[config.mk]
export PLATFORM = sky130hd
export DESIGN_NAME = e_gpu_conf_regs
export DESIGN_NICKNAME = d
export VERILOG_FILES = /design/src/rtl/e_gpu_conf_regs.sv
export SDC_FILE = /design/constraint.sdc
export NUM_CORES = 1
export LEC_CHECK = 0
export BUFFER_PORTS_ARGS = -buffer_cell sky130_fd_sc_hd__buf_4
export CORE_ASPECT_RATIO = 0.9
export CORE_MARGIN = 2
export CORE_UTILIZATION = 45
export CTS_CLUSTER_DIAMETER = 200
export DETAILED_ROUTE_END_ITERATION = 8
export GPL_ROUTABILITY_DRIVEN = 0
export PLACE_DENSITY = 0.82
export SETUP_SLACK_MARGIN = 0.3
export SLEW_MARGIN = 40
export SYNTH_ARGS = -nofsm -noshare
export SYNTH_HDL_FRONTEND = slang
export SYNTH_SLANG_ARGS = --single-unit
[constraint.sdc]
create_clock -name clk_i -period 4.15 [get_ports clk_i]
set_clock_uncertainty 0.2 [all_clocks]
set_input_delay 1.245 -clock clk_i [delete_from_list [all_inputs] [get_ports clk_i]]
set_output_delay 1.245 -clock clk_i [all_outputs]
set_load 0.005 [all_outputs]
[src/rtl/e_gpu_conf_regs.sv]
// rtl/e_gpu_conf_regs.sv - OBI-slave configuration registers for the e_gpu controller
module e_gpu_conf_regs #(
  parameter int unsigned ADDR_WIDTH        = 32,
  parameter logic [31:0] DEFAULT_ARGS_ADDR = 32'h0001_0000,
  parameter logic [31:0] DEFAULT_DATA_ADDR = 32'h0001_8000
) (
  input  logic                  clk_i,
  input  logic                  rst_ni,
  // OBI request channel
  input  logic                  conf_regs_req_req,
  input  logic                  conf_regs_req_we,
  input  logic [3:0]            conf_regs_req_be,
  input  logic [ADDR_WIDTH-1:0] conf_regs_req_addr,
  input  logic [31:0]           conf_regs_req_wdata,
  output logic                  conf_regs_req_gnt,
  // OBI response channel
  output logic                  conf_regs_rsp_rvalid,
  output logic [31:0]           conf_regs_rsp_rdata,
  // controller side
  input  logic                  cu_end_i,
  output logic                  gpu_en_o,
  output logic                  start_o,
  output logic [31:0]           kernel_args_addr_o,
  output logic [31:0]           kernel_data_addr_o,
  output logic                  irq_o
);

  // word index of each register (address bits [5:2])
  localparam logic [3:0] IDX_CTRL   = 4'd0;
  localparam logic [3:0] IDX_START  = 4'd1;
  localparam logic [3:0] IDX_STATUS = 4'd2;
  localparam logic [3:0] IDX_ARGS   = 4'd3;
  localparam logic [3:0] IDX_DATA   = 4'd4;
  localparam logic [3:0] IDX_CYCLES = 4'd5;

  typedef enum logic [1:0] {
    ST_IDLE = 2'd0,
    ST_RUN  = 2'd1,
    ST_DONE = 2'd2
  } state_t;

  state_t      state_q, state_d;

  logic        en_q, irq_en_q;
  logic        en_next, irq_en_next;
  logic        done_q;
  logic        start_q;
  logic [31:0] args_q, data_q;
  logic [31:0] cycles_q;
  logic        rvalid_q;
  logic [31:0] rdata_q;

  logic [3:0]  word_idx;
  logic        wr_access, rd_access;
  logic        wr_ctrl, wr_start, wr_status, wr_args, wr_data;
  logic        start_req, done_clr;
  logic        launch, cyc_run, finish, busy;
  logic [31:0] rd_mux;

  // only address bits [5:2] select a register; the rest are don't-care
  logic        addr_unused;
  assign addr_unused = ^{conf_regs_req_addr[ADDR_WIDTH-1:6], conf_regs_req_addr[1:0]};

  // merge write data into an old value, byte lane k only when be[k] is set
  function automatic logic [31:0] be_merge(input logic [31:0] old_val,
                                           input logic [31:0] wd,
                                           input logic [3:0]  be);
    logic [31:0] res;
    res = old_val;
    for (int k = 0; k < 4; k++) begin
      if (be[k]) res[8*k +: 8] = wd[8*k +: 8];
    end
    return res;
  endfunction

  // every request is accepted in the cycle it is presented
  assign conf_regs_req_gnt = conf_regs_req_req;

  assign word_idx  = conf_regs_req_addr[5:2];
  assign wr_access = conf_regs_req_req &  conf_regs_req_we;
  assign rd_access = conf_regs_req_req & ~conf_regs_req_we;

  // write decode strobes
  always_comb begin
    wr_ctrl   = wr_access & (word_idx == IDX_CTRL);
    wr_start  = wr_access & (word_idx == IDX_START);
    wr_status = wr_access & (word_idx == IDX_STATUS);
    wr_args   = wr_access & (word_idx == IDX_ARGS);
    wr_data   = wr_access & (word_idx == IDX_DATA);
    start_req = wr_start  & conf_regs_req_be[0] & conf_regs_req_wdata[0];
    done_clr  = wr_status & conf_regs_req_be[0] & conf_regs_req_wdata[1];
  end

  // CTRL value as it will be after this edge; lets an EN clear stop a run immediately
  always_comb begin
    en_next     = en_q;
    irq_en_next = irq_en_q;
    if (wr_ctrl && conf_regs_req_be[0]) begin
      en_next     = conf_regs_req_wdata[0];
      irq_en_next = conf_regs_req_wdata[1];
    end
  end

  // kernel state register
  always_ff @(posedge clk_i or negedge rst_ni) begin
    if (!rst_ni) state_q <= ST_IDLE;
    else         state_q <= state_d;
  end

  // kernel next-state: EN clear beats cu_end while running, START ignored while running
  always_comb begin
    state_d = state_q;
    case (state_q)
      ST_IDLE: begin
        if (start_req && en_q) state_d = ST_RUN;
      end
      ST_RUN: begin
        if (!en_next)      state_d = ST_IDLE;
        else if (cu_end_i) state_d = ST_DONE;
      end
      ST_DONE: begin
        if (start_req && en_q) state_d = ST_RUN;
        else if (done_clr)     state_d = ST_IDLE;
      end
      default: state_d = ST_IDLE;
    endcase
  end

  // kernel control strobes derived from the current and next state
  always_comb begin
    busy    = (state_q == ST_RUN);
    launch  = (state_q != ST_RUN) && (state_d == ST_RUN);
    cyc_run = (state_q == ST_RUN) && (state_d == ST_RUN);
    finish  = (state_q == ST_RUN) && (state_d == ST_DONE);
  end

  // CTRL register
  always_ff @(posedge clk_i or negedge rst_ni) begin
    if (!rst_ni) begin
      en_q     <= 1'b0;
      irq_en_q <= 1'b0;
    end else begin
      en_q     <= en_next;
      irq_en_q <= irq_en_next;
    end
  end

  // kernel base address registers with byte enables
  always_ff @(posedge clk_i or negedge rst_ni) begin
    if (!rst_ni) begin
      args_q <= DEFAULT_ARGS_ADDR;
      data_q <= DEFAULT_DATA_ADDR;
    end else begin
      if (wr_args) args_q <= be_merge(args_q, conf_regs_req_wdata, conf_regs_req_be);
      if (wr_data) data_q <= be_merge(data_q, conf_regs_req_wdata, conf_regs_req_be);
    end
  end

  // sticky DONE: a completion in the same cycle as a W1C keeps it set
  always_ff @(posedge clk_i or negedge rst_ni) begin
    if (!rst_ni)       done_q <= 1'b0;
    else if (finish)   done_q <= 1'b1;
    else if (done_clr) done_q <= 1'b0;
  end

  // one-cycle start pulse in the cycle after the accepted START write
  always_ff @(posedge clk_i or negedge rst_ni) begin
    if (!rst_ni) start_q <= 1'b0;
    else         start_q <= launch;
  end

  // execution cycle counter: cleared on launch, saturating count while running
  always_ff @(posedge clk_i or negedge rst_ni) begin
    if (!rst_ni)                                cycles_q <= 32'h0;
    else if (launch)                            cycles_q <= 32'h0;
    else if (cyc_run && cycles_q != 32'hFFFF_FFFF) cycles_q <= cycles_q + 32'h1;
  end

  // read data mux; unmapped and write-only offsets read as zero
  always_comb begin
    rd_mux = 32'h0;
    case (word_idx)
      IDX_CTRL:   rd_mux = {30'h0, irq_en_q, en_q};
      IDX_STATUS: rd_mux = {30'h0, done_q, busy};
      IDX_ARGS:   rd_mux = args_q;
      IDX_DATA:   rd_mux = data_q;
      IDX_CYCLES: rd_mux = cycles_q;
      default:    rd_mux = 32'h0;
    endcase
  end

  // response channel: one rvalid per grant, one cycle later; writes return zero
  always_ff @(posedge clk_i or negedge rst_ni) begin
    if (!rst_ni) begin
      rvalid_q <= 1'b0;
      rdata_q  <= 32'h0;
    end else begin
      rvalid_q <= conf_regs_req_req;
      rdata_q  <= rd_access ? rd_mux : 32'h0;
    end
  end

  assign conf_regs_rsp_rvalid = rvalid_q;
  assign conf_regs_rsp_rdata  = rdata_q;
  assign gpu_en_o             = en_q;
  assign start_o              = start_q;
  assign kernel_args_addr_o   = args_q;
  assign kernel_data_addr_o   = data_q;
  assign irq_o                = done_q & irq_en_q;

endmodule

; After elaboration in Yosys (flattened, before gate mapping)
; Index checks and enable logic that the tools add are counted.
[word_totals]
register_bits = 135
latch_bits = 0
mem_bits_rw = 0
romBits = 0
input_bits = 73
output_inout_bits = 101
wordCells = 72
n_memories = 0
[op_classes]
addsub = 1
n_mul = 0
div_mod_pow = 0
magnitude_cmp = 0
eq_ne = 11
shifts = 0
mux = 13
bitwise = 13
reduce_logical = 18
[ops]
columns = operator, count
row1 = 32-bit case mux with 5 select lines, 1
row2 = 32-bit 2-to-1 mux, 3
row3 = "32-bit by 1-bit adder with 32-bit output, second input constant", 1
row4 = "32-bit != test, second input constant", 1
row5 = 2-bit AND reduction, 8
row6 = 1-bit bitwise AND, 12
row7 = 2-bit 2-to-1 mux, 5
row8 = "4-bit by 2-bit == test with 1-bit output, second input constant", 2
row9 = "4-bit by 3-bit == test with 1-bit output, second input constant", 2
row10 = 1-bit logical AND, 6
row11 = 2-bit case mux with 3 select lines, 1
row12 = "2-bit by 1-bit == test with 1-bit output, second input constant", 2
row13 = "2-bit == test, second input constant", 2
row14 = "4-bit by 1-bit == test with 1-bit output, second input constant", 1
row15 = 4-bit zero test, 1
row16 = 2-bit nonzero test, 2
row17 = 1-bit 2-to-1 mux, 3
row18 = 2-bit zero test, 1
row19 = "2-bit by 1-bit != test with 1-bit output, second input constant", 1
row20 = 1-bit inverter, 1

; Logic depth before layout (Yosys ltp)
[depth]
word_depth = 12
mapped_depth = 8
ltp_nobuf = 6

; Worst setup path before layout
; Ideal clock, no wire load.
[synth_path]
path_kind = input to register
from = input conf_regs_req_addr[3]
to = register cycles_q[18]
setup_ns = 0.146
t_arrival_ns = 3.052
t_required_ns = 3.804
slack_ns = 0.751
path_stages = 7
n_path_buf = 2
path_cell_list = nand2b_1 -> or4_1 -> buf_2 -> a311o_1 -> buf_2 -> o311ai_0 -> o41ai_1
[synth_via]
elab_chain_cells = 11
word_cells_on_any_way = 24
cone_classes = 3 x eq/ne / 7 x mux / 7 x bitwise / 7 x reduce/logical
[synth_rtl]
columns = item, line_no
row1 = start: declaration, 13  ; input logic [ADDR_WIDTH-1:0] conf_regs_req_addr,
row2 = 4-bit by 2-bit == test with 1-bit output or 4-bit by 1-bit == test with 1-bit output (tied branches), "87, 86"
row3 = 1-bit bitwise AND (on tied branches), "87, 86"
row4 = 1-bit bitwise AND (on tied branches) (2 in series), "91, 90"
row5 = 2-bit 2-to-1 mux or 1-bit logical AND (tied branches), "123, 115, 122"
row6 = 2-bit 2-to-1 mux (on tied branches), "122, 115"
row7 = 2-bit case mux with 3 select lines *, 113  ; case (state_q)
row8 = 2-bit by 1-bit == test with 1-bit output *, "132, 133"
row9 = 1-bit logical AND, 133  ; cyc_run = (state_q == ST_RUN) && (state_d == ST_RUN);
row10 = 1-bit logical AND, 176  ; else if (cyc_run && cycles_q != 32'hFFFF_FFFF) cycles_q <= cycles_q + 32'h1;
row11 = 2-bit nonzero test (no source line), n/a
row12 = end signal: assignment, 176
row13 = end: declaration, 49  ; logic [31:0] cycles_q;
; Every way passes the cells marked *; elsewhere a longest branch is shown, timed or not.
; A chain may end at the register's enable or synchronous reset.

; Worst setup path after layout
[layout_path]
from = input conf_regs_req_addr[3]
to = register cycles_q[6]
; The elaborated chain is that of the path after synthesis.

==> impl_summary.txt <==
----------------------------------------------------
[Synth]
  Top cells by count, synth ... sky130_fd_sc_hd__dfrtp_1 (132), sky130_fd_sc_hd__mux2_2 (65), sky130_fd_sc_hd__nor2_1 (48)
  Synth top area cells ... sky130_fd_sc_hd__dfrtp_1 (56%), sky130_fd_sc_hd__mux2_2 (12%), sky130_fd_sc_hd__a222oi_1 (5.2%), sky130_fd_sc_hd__nor2_1 (3.0%), sky130_fd_sc_hd__o31ai_1 (2.6%)
  Syn Nets ... 574
  Register bit total from synthesis ... 135
  Mux contribution to synthesized area ... 12.6%
  Cell with the most instances after synthesis ... sky130_fd_sc_hd__dfrtp_1
  Dominant combinational cell family by area after synthesis ... simple AND/OR/NAND/NOR gates
  Number of distinct standard cells referenced by the synthesized netlist ... 47
  Largest area contributor in the synthesized netlist ... sky130_fd_sc_hd__dfrtp_1
  Cell area after synthesis ... 5950 µm²
  Xor/xnor cell area share of the yosys netlist ... 0%
  Predominant post-synthesis flop cell ... sky130_fd_sc_hd__dfrtp_1
  Number of enable-type register cells in the synthesized netlist ... 0
  Synthesized-area fraction occupied by and/or/nand/nor cells ... 14.6%
  Adder-Cell Fraction of Synth Area ... 0.210%
  Synthesized netlist cell count ... 500
  Fraction of the yosys area taken by sequential cells ... 56.8%
  Yosys top cell area share ... 55.5%
  Compound-gate portion of the synthesized area ... 13.7%
  Avg Synthesized Cell Area ... 11.9 µm²
  Total of warnings raised by yosys ... 0
  FFs w/ async S/R, synth ... 100%

[CTS]
  Number of buffers inserted by hold repair at cts ... 0
  Number of buffers on the longest clock path ... 2
  Clock sink count ... 135
  Clock root buffer ... sky130_fd_sc_hd__clkbuf_16
  Total clock buffers created by CTS ... 17
  Number of post-CTS setup repair buffers ... 0
  Count of instances resized after the clock tree is built ... 0
  Maximum level of the CTS H-tree ... 4
  Clock slew seen by the registers of the worst setup and hold paths ... 0.06 ns
  Clock tree from TritonCTS ... yes
  Clock latency at the later pin of the worst-skew pair ... 0.42 ns

[Timing]
  Worst slew slack as a fraction of its limit ... 45.2%
  Worst-Margin Slew ... 0.819 ns
  Final Slew Violations ... 0
  Final total negative setup slack ... 0 ns
  Min Clock Period, post-route ... 3.37 ns
  Setup repair after global routing missed its margin ... no
  Hold Fails Final Rpt ... 0
  Peak clock frequency supported by timing ... 297 MHz
  Ratio of final minimum period to clock period ... 81.2%
  Final Setup Violations ... 0

[Floorplanning]
  Total Die Area ... 14200 µm²
  Core area ... 12800 µm²
  Die Height ... 113 µm
  I/O pin count ... 174
  Die Wd ... 125 µm
  Placement row count ... 39
  Initial standard-cell utilization of the core ... 46.5%

[Placement]
  Placed Cells ... 799
  Port buffer count ... 145
  Placed wire-length estimate after detailed placement ... 11.3 mm

[Detailed routing]
  WL final ... 16.4 mm
  Routed vias/inst ... 6.14
  Residual antenna-violating net count after detailed routing ... 0
  DR WL/cell ... 19.7 µm
  First DRT Iteration DRCs ... 568
  DRT Pass-1 Iters ... 7
  Post-route DRC ... 0
  Vias post-DR ... 5099

[Critical path]
  Worst Path Required ... 4.29 ns
  Critical Path AT ... 3.51 ns
  Kind of cell adding the most delay to the critical path ... simple AND/OR/NAND/NOR gates
  Capturing element type of the critical path ... flop
  Crit path cell chain ... buf_4 -> nand2b_1 -> or4_1 -> buf_4 -> a31o_4 -> or4_1 -> a21oi_1
  Worst Path Max Fanout ... 45
  Delay contributed by the slowest stage of the critical path ... 0.57 ns
  Buffers & Inverters on Critical Path ... 2
  Highest-delay cell along the critical path ... sky130_fd_sc_hd__or4_1
  Critical path type ... primary input to flop
  Launching element type of the critical path ... primary input

[Outcome]
  Outcome ... finished, final reports clean

[Cells and area]
  Count of non-filler cells in the finished layout ... 831
  Share of post-route cells with drive strength above 1 ... 40.9%
  Number of fill cells in the layout ... 1004
  Count of inserted antenna diode cells ... 0
  Final net count ... 728
  Post-synthesis to final-layout area growth ... 34.3%

[Global routing]
  Grt ovf ... 0
  All-layer global routing usage ... 23.9%
  First-pass GRT wire length ... 26.7 mm
  Antenna violations before repair ... 0
  Number of global-route vias before repair ... 5171
  Largest net degree at the start of global routing ... 84

[Power and ir drop]
  Maximum ir drop on the vdd rail ... 0.378 mV
  PwrDens ... 441 nW/µm²
  Switching pwr ... 0.000764 W
  Clock group share of total power ... 47.9%
  Sw Ratio ... 21.7%
  Relative contribution of combinational cells to total power ... 9.7%
  Int Power ... 0.00276 W
  Power share of the sequential group ... 42.3%
  Leakage power summed over all cells ... 3.64 nW

[Flow run]
  # Max-Cap Violations ... 0

[Worst hold path]
  Worst Hold Class ... flop to flop

----------------------------------------------------
## layout by cell type, fill, tap and decap left out, types with 7 or more instances in the layout
| master | instances |
|---|---|
| sky130_fd_sc_hd__buf_4 | 159 |
| sky130_fd_sc_hd__dfrtp_1 | 132 |
| sky130_fd_sc_hd__mux2_2 | 65 |
| sky130_fd_sc_hd__nor2_1 | 46 |
| sky130_fd_sc_hd__a222oi_1 | 31 |
| sky130_fd_sc_hd__a21oi_1 | 27 |
| sky130_fd_sc_hd__nand2_1 | 21 |
| sky130_fd_sc_hd__or4_1 | 21 |
| sky130_fd_sc_hd__o31ai_1 | 21 |
| sky130_fd_sc_hd__clkbuf_16 | 17 |
| sky130_fd_sc_hd__nand3_1 | 16 |
| sky130_fd_sc_hd__o21ai_0 | 9 |
| sky130_fd_sc_hd__nand4_1 | 8 |
| sky130_fd_sc_hd__nand2b_1 | 7 |
## power by group through the flow
stage,Sequential [W],Clock (W),Combinational [W]
floorplan,0.00150,0,0.000109
global placement,0.00150,0,0.000332
detailed placement,0.00151,0,0.000346
CTS,0.00149,0.00172,0.000347
global route,0.00150,0.00179,0.000371
finish,0.00149,0.00169,0.000343
## stage by stage
| stage | worst slack, ns | total power, W | utilization [%] | area, µm² | hold slack, ns |
|---|---|---|---|---|---|
| global route | 0.709 | 0.00366 | 62.5 | 7990 | 0.355 |
| global placement | 0.473 | 0.00183 | 57.0 | 7290 | 0.305 |
| CTS | 0.821 | 0.00355 | 62.4 | 7980 | 0.336 |
| detailed placement | 0.379 | 0.00186 | 57.2 | 7310 | 0.323 |
| floorplan | 0.751 | 0.00161 | - | 5950 | 0.280 |
| finish | 0.781 | 0.00352 | 62.5 | 7990 | 0.337 |
## flip-flops by register name (all words and copies together), names as in the netlist
name	count
gpu_en_o	1
done_q	1
start_o	1
conf_regs_rsp_rvalid	1
kernel_args_addr_o	32
state_q	2
irq_en_q	1
conf_regs_rsp_rdata	32
kernel_data_addr_o	32
cycles_q	32
## cell families after synthesis
group	after synthesis
flops	135
simple gates	160
fa+ha+maj	1
buf+inv	31
compound gates	106
mux	67
## path summary, 6_finish.rpt
| kind | from | end | slack (ns) | depth (start not counted) |
|---|---|---|---|---|
| max | conf_regs_req_addr[3] | cycles_q[6] | 0.78 | 7 |
| min reg2reg | kernel_args_addr_o[3] | kernel_args_addr_o[3] | 0.34 | 1 |
| min | kernel_args_addr_o[3] | kernel_args_addr_o[3] | 0.34 | 1 |
| max in group asynchronous | rst_ni | kernel_data_addr_o[16] | 2.37 | 2 |
| min in group asynchronous | rst_ni | conf_regs_rsp_rdata[10] | 0.65 | 1 |
| max reg2reg | cycles_q[6] | cycles_q[16] | 1.36 | 5 |
## metal layers
layer	up-vias	part of all wire [%]	global-route usage, %
met5	-	0	0
met2	258	47	36.6
met4	0	2.1	9.11
li1	2274	-	-
met3	28	8.0	7.61
met1	2539	43	32.1
## final cells by class
cell class | count | area [µm²] | area share (%)
repair buffers | 162 | 1240 | 15.5
well taps | 164 | 205 | 2.57
inverters | 4 | 15.0 | 0.188
clock buffers | 19 | 443 | 5.54
multi-input cells | 334 | 2480 | 31.1
clock inverters | 13 | 226 | 2.83
flip-flops and latches | 135 | 3380 | 42.3
Power figures use the tool's default switching activity.
